### src/rtl/dbg_run_controller.sv
// Run-control sequencer for the debug core: turns halt/step/resume strobes into a
// registered debug-clock enable, with multi-cycle stepping and a cycle-count breakpoint.
module dbg_run_controller #(
    parameter int STEP_W = 8,
    parameter int CYC_W  = 16
) (
    input  logic              sys_clk,
    input  logic              reset,
    input  logic              halt_stb,
    input  logic              step_stb,
    input  logic              resume_stb,
    input  logic [STEP_W-1:0] step_count,
    input  logic              bkpt_en,
    input  logic [CYC_W-1:0]  bkpt_cycle,
    input  logic              cnt_clr,
    output logic              clk_en,
    output logic              halted,
    output logic [1:0]        state,
    output logic [CYC_W-1:0]  cycle_count,
    output logic              step_done,
    output logic              bkpt_hit
);

    // Strobes carry no handshake: each is a single-cycle pulse, acted on in the
    // cycle it is high if valid for the current state, otherwise dropped silently.
    typedef enum logic [1:0] {
        ST_RUN  = 2'b00,
        ST_HALT = 2'b01,
        ST_STEP = 2'b10
    } state_t;

    state_t              state_q, state_d;
    logic                clk_en_q, clk_en_d;
    logic                halted_q;
    logic                step_done_q, step_done_d;
    logic                bkpt_hit_q, bkpt_hit_d;
    logic [STEP_W-1:0]   remaining_q, remaining_d;
    logic [CYC_W-1:0]    cycle_count_q;
    logic                match;

    // Compare uses the pre-increment count, so the matching cycle is the last enabled one.
    assign match = bkpt_en & clk_en_q & (cycle_count_q == bkpt_cycle);

    always_comb begin
        state_d     = state_q;
        clk_en_d    = clk_en_q;
        bkpt_hit_d  = bkpt_hit_q;
        remaining_d = remaining_q;
        step_done_d = 1'b0;
        case (state_q)
            ST_RUN: begin
                if (halt_stb) begin
                    state_d  = ST_HALT;
                    clk_en_d = 1'b0;
                end else if (match) begin
                    state_d    = ST_HALT;
                    clk_en_d   = 1'b0;
                    bkpt_hit_d = 1'b1;
                end
            end
            ST_HALT: begin
                if (step_stb) begin
                    state_d     = ST_STEP;
                    clk_en_d    = 1'b1;
                    bkpt_hit_d  = 1'b0;
                    remaining_d = (step_count == '0) ? STEP_W'(1) : step_count;
                end else if (resume_stb) begin
                    state_d    = ST_RUN;
                    clk_en_d   = 1'b1;
                    bkpt_hit_d = 1'b0;
                end
            end
            ST_STEP: begin
                if (halt_stb) begin
                    state_d  = ST_HALT;
                    clk_en_d = 1'b0;
                end else if (match) begin
                    state_d    = ST_HALT;
                    clk_en_d   = 1'b0;
                    bkpt_hit_d = 1'b1;
                end else if (clk_en_q && remaining_q == STEP_W'(1)) begin
                    state_d     = ST_HALT;
                    clk_en_d    = 1'b0;
                    step_done_d = 1'b1;
                end else if (clk_en_q) begin
                    remaining_d = remaining_q - STEP_W'(1);
                end
            end
            default: begin
                state_d  = ST_RUN;
                clk_en_d = 1'b1;
            end
        endcase
    end

    always_ff @(posedge sys_clk) begin
        if (reset) begin
            state_q     <= ST_RUN;
            clk_en_q    <= 1'b1;
            halted_q    <= 1'b0;
            step_done_q <= 1'b0;
            bkpt_hit_q  <= 1'b0;
            remaining_q <= '0;
        end else begin
            state_q     <= state_d;
            clk_en_q    <= clk_en_d;
            halted_q    <= (state_d == ST_HALT);
            step_done_q <= step_done_d;
            bkpt_hit_q  <= bkpt_hit_d;
            remaining_q <= remaining_d;
        end
    end

    always_ff @(posedge sys_clk) begin
        if (reset || cnt_clr) begin
            cycle_count_q <= '0;
        end else if (clk_en_q) begin
            cycle_count_q <= cycle_count_q + CYC_W'(1);
        end
    end

    assign clk_en      = clk_en_q;
    assign halted      = halted_q;
    assign state       = state_q;
    assign cycle_count = cycle_count_q;
    assign step_done   = step_done_q;
    assign bkpt_hit    = bkpt_hit_q;

endmodule

### config.mk
export PLATFORM = sky130hd
export DESIGN_NAME = dbg_run_controller
export DESIGN_NICKNAME = d
export VERILOG_FILES = /design/src/rtl/dbg_run_controller.sv
export SDC_FILE = /design/constraint.sdc
export NUM_CORES = 1
export LEC_CHECK = 0
export CORE_MARGIN = 3
export CORE_UTILIZATION = 61
export CTS_BUF_LIST = sky130_fd_sc_hd__clkbuf_4
export CTS_CLUSTER_DIAMETER = 80
export DETAILED_ROUTE_END_ITERATION = 10
export DONT_BUFFER_PORTS = 1
export PLACE_DENSITY = 0.77
export SYNTH_ARGS = -nofsm -noshare
export SYNTH_HDL_FRONTEND = slang
export SYNTH_SLANG_ARGS = --single-unit
### constraint.sdc
create_clock -name sys_clk -period 6 [get_ports sys_clk]
set_input_delay 0.9 -clock sys_clk [delete_from_list [all_inputs] [get_ports sys_clk]]
set_output_delay 0.9 -clock sys_clk [all_outputs]
set_load 0.02 [all_outputs]
* Word level (Yosys, flattened, before mapping)
Cells that the tools add are included.
** Operators by class
- $add $sub $neg :: 2
- Equal/unequal tests :: 15
- Mux-type cells :: 29
- Bitwise operators :: 3
- Reductions and logical operators :: 11
** Operator list (count)
- 8-bit 2-to-1 mux :: 6
- 16-bit by 1-bit adder with 16-bit output (second input constant) :: 1
- 16-bit == test :: 1
- 8-bit case mux with 2 select lines :: 1
- 2-bit 2-to-1 mux :: 7
- 1-bit 2-to-1 mux :: 12
- 2-bit inequality test (second input constant) :: 6
- 8-bit by 1-bit == test with 1-bit output (second input constant) :: 1
- 8-bit logical NOT :: 1
- 8-bit by 1-bit subtractor with 8-bit output (second input constant) :: 1
- 3-bit inequality test (second input constant) :: 2
- 2-bit case mux with 3 select lines :: 1
- 6-bit AND reduction :: 1
- 2-bit by 1-bit == test with 1-bit output (second input constant) :: 2
- 4-bit inequality test (second input constant) :: 1
- 4-bit AND reduction :: 1
- 2-bit nonzero test :: 2
- 4-bit OR reduction :: 1
- 1-bit case mux with 3 select lines :: 1
- 3-bit AND reduction :: 1
- 1-bit bitwise AND :: 2
- 2-bit == test (second input constant) :: 1
- 2-bit logical NOT :: 1
- 2-bit by 1-bit inequality test with 1-bit output (second input constant) :: 1
- 5 further kinds :: 5
** Word-level totals
- Register bits :: 30
- Input bits :: 31
- Output and inout bits :: 22
- Logic and storage cells :: 67

* Logic depth before layout (Yosys ltp)
- Word-level depth :: 7
- Depth in mapped cells :: 8
- Depth with buffers taken out :: 7

* Worst setup path before layout
OpenSTA, ideal clock, no wires.
- Kind :: input to register
- From :: in bkpt_cycle[13]
- To :: reg remaining_q[7]
- Setup time :: 135 ps
- Arrival :: 2353 ps
- Data required time :: 5865 ps
- Setup slack :: 3512 ps
- Stages on the path :: 7
- Buffers on the path :: 1
- Cells stage by stage :: xnor2_1 nand4_1 or4_4 o31ai_4 buf_6 mux2i_1 o22ai_1
** Between the ends
- Word-level cells in the longest chain between the ends :: 4
** RTL lines
- start: declaration :: line 14 : input logic [CYC_W-1:0] bkpt_cycle,
- 16-bit == test :: line 42 : assign match = bkpt_en & clk_en_q & (cycle_count_q == bkpt_cycle);
- 1-bit bitwise AND :: line 42
- 2-bit inequality test (no source line)
- 6-bit AND reduction (no source line)
- end signal: assignment :: line 110 : remaining_q <= remaining_d;
- end: declaration :: line 37 : logic [STEP_W-1:0] remaining_q, remaining_d;
Every way passes these cells.
A chain may end at the register's enable or synchronous reset.

* Worst setup path in the final report
- From :: in bkpt_cycle[11]
- To :: reg remaining_q[7]
Same word-level chain as after synthesis.

==> flow_metrics.tcl <==
set metrics [dict create \
    outcome "finished clean" \
    clk_pin_slew_ns 0.10 \
    crit_chain "xnor2_1 -> nand4_1 -> or4_4 -> o31ai_4 -> mux2i_1 -> o22ai_1" \
    drt-met1-wl_um 1490 \
    end_kind "flip-flop" \
    pre_cts_ws_ns 3.15 \
    die_w_um 58.3 \
    slowest_delay_ns 0.59 \
    cts_tree "built" \
    initial_core_util 0.655 \
    ys_seq_elements 30 \
    wl_per_cell_um 16.8 \
    yosysUniqueCellTypes 40 \
    grt_max_degree 19 \
    slew_violations 0 \
    die_h_um 58.3 \
    gr-total-overflow 0 \
    fin_tns_setup_ns 0 \
    worst-endpoint-arrival_ns 2.75 \
    hold_viol 0 \
    synth_edf_count 0 \
    root_buffer "clkbuf_4" \
    tightest_slew_ns 0.766 \
    route.met2.wl_um 1820 \
    fillers 227 \
    powerDensity_nw_per_um2 222 \
    critPathTopFamily "simple AND/OR/NAND/NOR gates" \
    grt_pass1_wl_um 6320 \
    layout-drive-gt1-share 0.0769 \
    fin_skew_ns 0.00774 \
    worstHoldPathType "reg2reg" \
    final_cell_mix "nor2_1 (30), dfxtp_1 (30), xnor2_1 (21)" \
    synth_top_area_share 0.360 \
    area_growth_pct 2.55 \
    clock_latency_ns 0.33 \
    relSlewSlack 0.489 \
    cts.sinks 30 \
    dp_hpwl_um 2840 \
    num_vias 1410 \
    first_pass_iters 4 \
    min_period_ns 2.53 \
    syn_inst 196 \
    max-clock-path-buffers 2 \
    setup_viol 0 \
    path_buf_inv 0 \
    drt_wl_total_um 3790 \
    timing.fmax_ghz 0.395 \
    setup_ws_ns 3.47 \
    antenna_cells 0 \
    place_congestion 0.848 \
    netlist_area_um2 1670 \
    synth_top_area_cell "dfxtp_1" \
    cts.repair.resized 0 \
    top_layer "met4" \
    ys_seq_area_frac 0.360 \
    rows 18 \
    worstPathRequired_ns 6.21 \
    h-tree-depth 2 \
    hold_buffers 0 \
    core_region_area_um2 2540 \
    fin_crit_sh 0.422 \
    syn_nets 230 \
    final_antenna_net_count 0 \
    worstPathMaxFanout 13 \
    vdd_ir_drop_max_mv 0.201 \
    rsz0062_at_grt "no" \
    wl_met3_um 365 \
    antenna_found_initial 0 \
    drcViolationCount 0 \
    die-area_um2 3400 \
    grt_use_total 0.245 \
    yosysWarningCount 0 \
    synth_area_leaders "dfxtp_1 (36%), xnor2_1 (11%), nor2_1 (6.8%)" \
    cts-buffers-inserted 5 \
    io_buffer_count 0 \
    power_leakage_nw 0.597 \
    grt_pass1_vias 1348 \
    path_class "in2reg" \
    drt_first_iter_violations 95 \
    synth_flop_cell "dfxtp_1" \
    start_kind "input port" \
    maxCapViolCount 0 \
    critPathSlowestCell "or4_4" \
    cts_setup_buffers 0 \
    io-pin-count 53 \
    synth_area_per_cell_um2 8.51 \
    finalNetCount 228 \
    async_flop_share 0 \
    viasPerCell 6.27 \
]
-- path summary, 6_finish.rpt --
check / from / endpoint / slack (ns) / cells past startpoint
hold reg to reg: remaining_q[7]$_SDFFE_PP0P_ / remaining_q[7]$_SDFFE_PP0P_ / 0.53 / 2
setup reg to reg: cycle_count[11]$_SDFFE_PP0P_ / remaining_q[7]$_SDFFE_PP0P_ / 3.50 / 6
setup / recovery: bkpt_cycle[11] / remaining_q[7]$_SDFFE_PP0P_ / 3.47 / 6
hold / removal: remaining_q[7]$_SDFFE_PP0P_ / remaining_q[7]$_SDFFE_PP0P_ / 0.53 / 2
-- Yosys cell counts, types with 2 or more instances --
cell type,n
a211oi_1,4
a21oi_1,9
and3_1,4
and4_1,5
buf_2,2
clkbuf_1,6
dfxtp_1,30
ha_1,3
inv_1,4
mux2i_1,3
nand2_1,13
nand2b_1,2
nand3_1,8
nand4_1,4
nor2_1,30
nor2b_1,3
nor3_1,2
nor4_1,5
o21ai_0,2
o21ai_1,2
o22ai_1,2
o31ai_1,3
or2_2,4
xnor2_1,21
xor2_1,10
-- routing by layer --
layer / global-route usage / up-vias
li1: - / 685
met1: 0.290 / 642
met2: 0.388 / 72
met3: 0.0965 / 11
met4: 0.116 / 0
met5: 0 / -
-- power breakdown --
part | internal (mW) | switching (mW)
clock network | 0.0417 | 0.0694
registers | 0.206 | 0.0135
logic | 0.0220 | 0.0268
total | 0.269 | 0.110
-- final cells by class --
cell class | instances | area [um2] | area share
inverter | 4 | 15.0 | 0.00878
clock inverter | 3 | 11.3 | 0.00658
sequential | 30 | 601 | 0.351
multi-input combinational | 153 | 1010 | 0.590
tap | 30 | 37.5 | 0.0219
clock buffer | 5 | 37.5 | 0.0219
-- tightest hold or removal path, stage by stage (launching register included) --
cell and delay (ns):
dfxtp_1 0.35, nand2_1 0.07, o22ai_1 0.07
-- logic make-up (layout without fill, tap and decap cells) --
group / Yosys count / count (layout) / synth area share
and+or+nand+nor: 84 / 84 / 0.256
AOI/OAI and AO/OA: 32 / 32 / 0.146
xor gates and xnor gates: 31 / 31 / 0.163
DFF: 30 / 30 / 0.360
buffers and inverters: 13 / 12 / 0.0353
adders and majority gates: 3 / 3 / 0.0225
muxes: 3 / 3 / 0.0180
-- sequential cells by signal, indices dropped and copies added (netlist names) --
name / count
bkpt_hit: 1
clk_en: 1
cycle_count: 16
halted: 1
remaining_q: 8
state: 2
step_done: 1
-- stage by stage --
| stage | std cells | util | instance area (um2) | hold WS, ns | power, mW |
|---|---|---|---|---|---|
| finish | 225 | 0.672 | 1710 | 0.532 | 0.379 |
| global route | 225 | 0.672 | 1710 | 0.535 | 0.397 |
| CTS | 225 | 0.672 | 1710 | 0.504 | 0.381 |
| detailed placement | 217 | 0.653 | 1660 | 0.491 | 0.271 |
| global placement | 217 | 0.653 | 1660 | 0.471 | 0.269 |
| floorplan | 196 | - | 1670 | 0.459 | 0.265 |
Power figures use the tool's default switching activity.
